[src/rtl/instruction_fetch_unit_pkg.sv]
// Shared definitions for the instruction fetch unit, the instruction memory
// and the decode stage.
//   - Default geometry: PC/address width, instruction width, memory depth.
//   - RESET_PC: first fetch address once a program has been loaded.
//   - fetch_state_e: fetch sequencer states.
package instruction_fetch_unit_pkg;

  localparam int unsigned PC_SIZE_DEF            = 10;
  localparam int unsigned INSTRUCTION_LENGTH_DEF = 32;
  localparam int unsigned MEM_DEPTH_DEF          = 100;
  localparam int unsigned RESET_PC_DEF           = 0;

  typedef enum logic [1:0] {
    ST_CLEAR,
    ST_LOAD,
    ST_RUN,
    ST_HALT
  } fetch_state_e;

endpackage

[src/rtl/instruction_fetch_unit.sv]
// Instruction fetch unit: sole master of the synchronous-read instruction
// memory. After reset it clears the memory for one cycle, loads a program
// from a host stream through the memory write port, then fetches one word
// per cycle into the IF/ID boundary with stall, redirect and halt support.
// Ports:
//   clock, reset_n            clock, async active-low reset
//   load_valid/data/last      host program stream; load_ready accepts it
//   stall                     downstream holds the current IF word
//   redirect, redirect_pc     branch/jump taken, new fetch target
//   mem_*                     memory address/rw/clear/write-data/read-data
//   if_valid/pc/instruction   IF word towards decode
//   halted                    fetch ran off the end of memory; reset exits
module instruction_fetch_unit
  import instruction_fetch_unit_pkg::*;
#(
  parameter int unsigned PC_SIZE            = PC_SIZE_DEF,
  parameter int unsigned INSTRUCTION_LENGTH = INSTRUCTION_LENGTH_DEF,
  parameter int unsigned MEM_DEPTH          = MEM_DEPTH_DEF,
  parameter int unsigned RESET_PC           = RESET_PC_DEF
) (
  input  logic                          clock,
  input  logic                          reset_n,
  input  logic                          load_valid,
  input  logic [INSTRUCTION_LENGTH-1:0] load_data,
  input  logic                          load_last,
  output logic                          load_ready,
  input  logic                          stall,
  input  logic                          redirect,
  input  logic [PC_SIZE-1:0]            redirect_pc,
  output logic [PC_SIZE-1:0]            mem_read_address,
  output logic [PC_SIZE-1:0]            mem_write_address,
  output logic                          mem_rw,
  output logic                          mem_reset_memory,
  output logic [INSTRUCTION_LENGTH-1:0] mem_instruction_in,
  input  logic [INSTRUCTION_LENGTH-1:0] mem_instruction_out,
  output logic                          if_valid,
  output logic [PC_SIZE-1:0]            if_pc,
  output logic [INSTRUCTION_LENGTH-1:0] if_instruction,
  output logic                          halted
);

  // pc carries one extra bit so the end-of-memory compare never wraps.
  localparam logic [PC_SIZE:0]   DEPTH_W    = (PC_SIZE+1)'(MEM_DEPTH);
  localparam logic [PC_SIZE:0]   RESET_PC_W = (PC_SIZE+1)'(RESET_PC);
  localparam logic [PC_SIZE:0]   PC_ONE     = (PC_SIZE+1)'(1);
  localparam logic [PC_SIZE-1:0] LC_ONE     = PC_SIZE'(1);
  localparam logic [PC_SIZE-1:0] LAST_IDX   = PC_SIZE'(MEM_DEPTH - 1);

  fetch_state_e      state_q, state_d;
  logic [PC_SIZE:0]   pc_q, pc_d;
  logic [PC_SIZE-1:0] req_pc_q, req_pc_d;
  logic               req_valid_q, req_valid_d;
  logic [PC_SIZE-1:0] load_count_q, load_count_d;

  always_ff @(posedge clock or negedge reset_n) begin
    if (!reset_n) begin
      state_q      <= ST_CLEAR;
      pc_q         <= RESET_PC_W;
      req_pc_q     <= '0;
      req_valid_q  <= 1'b0;
      load_count_q <= '0;
    end else begin
      state_q      <= state_d;
      pc_q         <= pc_d;
      req_pc_q     <= req_pc_d;
      req_valid_q  <= req_valid_d;
      load_count_q <= load_count_d;
    end
  end

  always_comb begin
    state_d            = state_q;
    pc_d               = pc_q;
    req_pc_d           = req_pc_q;
    req_valid_d        = req_valid_q;
    load_count_d       = load_count_q;
    mem_read_address   = '0;
    mem_write_address  = '0;
    mem_rw             = 1'b1;
    mem_reset_memory   = 1'b0;
    mem_instruction_in = '0;
    load_ready         = 1'b0;
    if_valid           = 1'b0;
    halted             = 1'b0;

    unique case (state_q)
      ST_CLEAR: begin
        mem_reset_memory = 1'b1;
        state_d          = ST_LOAD;
      end

      ST_LOAD: begin
        load_ready         = 1'b1;
        mem_write_address  = load_count_q;
        mem_instruction_in = load_data;
        // The memory writes on every rw=0 edge, so rw drops only on a
        // real handshake.
        if (load_valid) begin
          mem_rw       = 1'b0;
          load_count_d = load_count_q + LC_ONE;
          if (load_last || (load_count_q == LAST_IDX)) begin
            state_d     = ST_RUN;
            pc_d        = RESET_PC_W;
            req_valid_d = 1'b0;
          end
        end
      end

      ST_RUN: begin
        if_valid = req_valid_q & ~redirect;
        if (redirect) begin
          // Fetch the target now so it appears next cycle: only the
          // squashed word is lost.
          mem_read_address = redirect_pc;
          req_pc_d         = redirect_pc;
          if ({1'b0, redirect_pc} >= DEPTH_W) begin
            req_valid_d = 1'b0;
            state_d     = ST_HALT;
          end else begin
            req_valid_d = 1'b1;
            pc_d        = {1'b0, redirect_pc} + PC_ONE;
          end
        end else if (stall) begin
          // Re-read the held address so the registered read data stays put.
          mem_read_address = req_pc_q;
        end else if (pc_q >= DEPTH_W) begin
          mem_read_address = req_pc_q;
          req_valid_d      = 1'b0;
          state_d          = ST_HALT;
        end else begin
          mem_read_address = pc_q[PC_SIZE-1:0];
          req_pc_d         = pc_q[PC_SIZE-1:0];
          req_valid_d      = 1'b1;
          pc_d             = pc_q + PC_ONE;
        end
      end

      ST_HALT: begin
        halted           = 1'b1;
        mem_read_address = req_pc_q;
      end

      default: state_d = ST_CLEAR;
    endcase
  end

  assign if_pc          = req_pc_q;
  assign if_instruction = mem_instruction_out;

endmodule

[config.mk]
export PLATFORM = sky130hd
export DESIGN_NAME = instruction_fetch_unit
export DESIGN_NICKNAME = d
export VERILOG_FILES = /design/src/rtl/instruction_fetch_unit_pkg.sv /design/src/rtl/instruction_fetch_unit.sv
export SDC_FILE = /design/constraint.sdc
export NUM_CORES = 1
export LEC_CHECK = 0
export CAP_MARGIN = 15
export CORE_MARGIN = 2
export CORE_UTILIZATION = 35
export DETAILED_ROUTE_END_ITERATION = 16
export HOLD_SLACK_MARGIN = 0.08
export PLACE_DENSITY_LB_ADDON = 0.1
export SLEW_MARGIN = 25
export SYNTH_ARGS = -nofsm -noshare
export SYNTH_HDL_FRONTEND = slang
export SYNTH_SLANG_ARGS = --single-unit
export TNS_END_PERCENT = 1
[constraint.sdc]
create_clock -name clock -period 2.6 [get_ports clock]
set_input_delay 0.39 -clock clock [delete_from_list [all_inputs] [get_ports clock]]
set_output_delay 0.39 -clock clock [all_outputs]
set_load 0.1 [all_outputs]
==> impl_metrics.yaml <==
timing:
  fin_setup_tns_ns: -0.0701
  max_slew_margin: 0.587
  finalHoldViolations: 0
  grt_setup_unrepaired: "yes"
  maxSlewViolCount: 0
  worst_pin_slew_ns: 0.614
  fin_ws_ns: -0.0701
  period_needed_ns: 2.67
  setup_viol: 1
  period_share: 1.03
  max_freq_ghz: 0.375
  skew_ns: 0.00897
yosys:
  syn-cell-area_sq_um: 2600
  synth_top_area_share: 0.327
  ys_top_cells_by_area: "dfrtp_1, and2_1, buf_4"
  avgSynthCellArea_sq_um: 9.56
  syn_inst: 272
  synth.most_common_cell: "and2_1"
  synth_common_cells: "and2_1, dfrtp_1, buf_4"
  synthFlopType: "dfrtp_1"
  yosys.area.top_type: "dfrtp_1"
  synth-seq-cells: 34
  synth_edf_count: 0
  yosysWarnings: 0
  async_flop_share: 1.00
  syn_nets: 360
  synth_cell_types: 57
  ys_seq_area_frac: 0.327
floorplan:
  die-area_sq_um: 8140
  die_w_um: 90.2
  die_h_um: 90.2
  num_io_pins: 179
  core.rowCount: 31
  core_sq_um: 7210
  start_util: 0.361
cells_and_area:
  nNetsFinal: 460
  diodes: 0
  drive_above_1_share: 0.381
  fin_cells: 472
  fillCellCount: 633
  areaGrowthSynthToFinish_pct: 70.2
clock_tree:
  htreeDepth: 2
  insertion_delay_ns: 0.29
  root_buffer: "clkbuf_8"
  cts.clk_slew.worst_paths_ns: 0.08
  cts_buffers: 5
  clockBufferDepth: 2
  cts_sinks: 34
  cts_setup_buffers: 0
  cts_tree: "yes"
place:
  place.detailed.instances: 464
  hpwl_um: 6000
  place_congestion: 0.839
  io_buffers: 114
drt:
  drtAntennaViolNets: 0
  wl_per_cell_um: 16.3
  vias_per_cell: 5.15
  dr.pass1.iters: 4
  drtIter0Drc: 104
  drc: 0
  vias: 2432
  drt-total-wl_um: 7680
worst_setup_path:
  arrival_ns: 2.28
  end_kind: "output port"
  worstPathRequired_ns: 2.21
  start_kind: "flop"
  crit_slowest_cell: "or4_4"
  path_class: "flop to output port"
  crit_chain: "or4_4 -> nor3_4 -> o21bai_1 -> buf_4 -> a221o_2 -> buf_12"
  crit_fanout: 5
  slowest_delay_ns: 0.59
outcome:
  status: "complete, but fails checks"
  violations: "negative setup slack"
min_path:
  hp-class: "flop to flop"
global_route:
  first_global_vias: 2417
  grt_first_pass_wirelength_um: 12700
  grt_use_total: 0.191
  overflow: 0
  grt_max_degree: 46
  antenna_found_initial: 0
job:
  cap_violations: 0
## sequential cells by signal (all words and copies together), names as in the netlist
name	cells
pc_q	11
if_pc	10
load_count_q	10
state_q	2
req_valid_q	1
## logic make-up (layout without fill, tap and decap cells)
group	after synthesis	after routing	share of synthesized area
and+or+nand+nor	89	89	0.215
AOI/OAI and AO/OA	61	61	0.186
buffers and inverters	57	158	0.148
DFF	34	34	0.327
muxes	12	12	0.0491
xor gates and xnor gates	11	11	0.0370
adders and majority gates	8	8	0.0385
## placed cells by master (no fill, tap or decap), types with 3 or more instances in the layout
cell type	synthesis	final
clkdlybuf4s50_1	0	47
dfrtp_1	34	33
a21o_2	0	5
ha_1	8	7
nor2_1	7	6
a22o_1	14	11
nand3_1	5	5
nand4_1	3	3
nand2_1	8	8
a21oi_1	7	7
xor2_1	4	4
and2_2	4	6
mux2i_1	6	6
and2_1	41	39
buf_12	0	55
buf_4	32	37
mux2_2	6	6
nand3b_1	3	3
o22ai_1	13	13
clkbuf_8	1	5
inv_1	9	7
xnor2_1	7	7
## final cells by class
| cell class | instances | area (sq um) | share of cell area |
|---|---|---|---|
| clock inverters | 3 | 68.8 | 0.0155 |
| repair buffers | 140 | 1860 | 0.420 |
| well taps | 99 | 124 | 0.0280 |
| inverters | 10 | 37.5 | 0.00848 |
| multi-input cells | 181 | 1420 | 0.320 |
| flip-flops and latches | 34 | 852 | 0.192 |
| clock buffers | 5 | 68.8 | 0.0155 |
## metal layers
layer  vias up  GRT usage  share of wire  wire, um
met2       115      0.336           0.52      3960
met4         0     0.0410          0.011        82
met1      1168      0.235           0.40      3060
met5         -          0              0         0
li1       1140          -              -         -
met3         9     0.0495          0.075       573
## worst max-delay path, delay by kind of cell, from the launching register on
family	cells	cell delay, ns
flops	1	0.38
buf+inv	2	0.34
simple gates	2	0.74
compound gates	2	0.53
## final timing paths
path                       slack [ns]                  end  cells after the start             from
setup / recovery                -0.07  mem_read_address[3]                      6          pc_q[7]
min in group asynchronous        0.51             if_pc[4]                      2          reset_n
max in group asynchronous        1.75           state_q[0]                      2          reset_n
hold / removal                   0.50      load_count_q[9]                      1  load_count_q[9]
setup reg to reg                 0.27              pc_q[6]                      4          pc_q[7]
hold reg to reg                  0.50      load_count_q[9]                      1  load_count_q[9]
## metrics by stage
stage                     hold WS [ns]  cell area (sq um)  setup slack (ns)   util
after floorplan                 0.0944               2620            -0.228      -
after global placement           0.475               4250            -0.170  0.589
after detailed placement         0.477               4250            -0.200  0.589
after CTS                        0.506               4400           -0.0520  0.610
after global routing             0.519               4430            -0.158  0.614
final                            0.497               4430           -0.0701  0.614
## repair_timing
item                       4_1_cts  5_1_grt
hold endpoints to repair         0        0
setup endpoints to repair        9       10
hold buffers                     0        0
gates resized for setup          5        4
pin swaps                        0        1
Power is not shown: default switching activity piles up to over one toggle a cycle in this logic, so the estimate is an artifact.
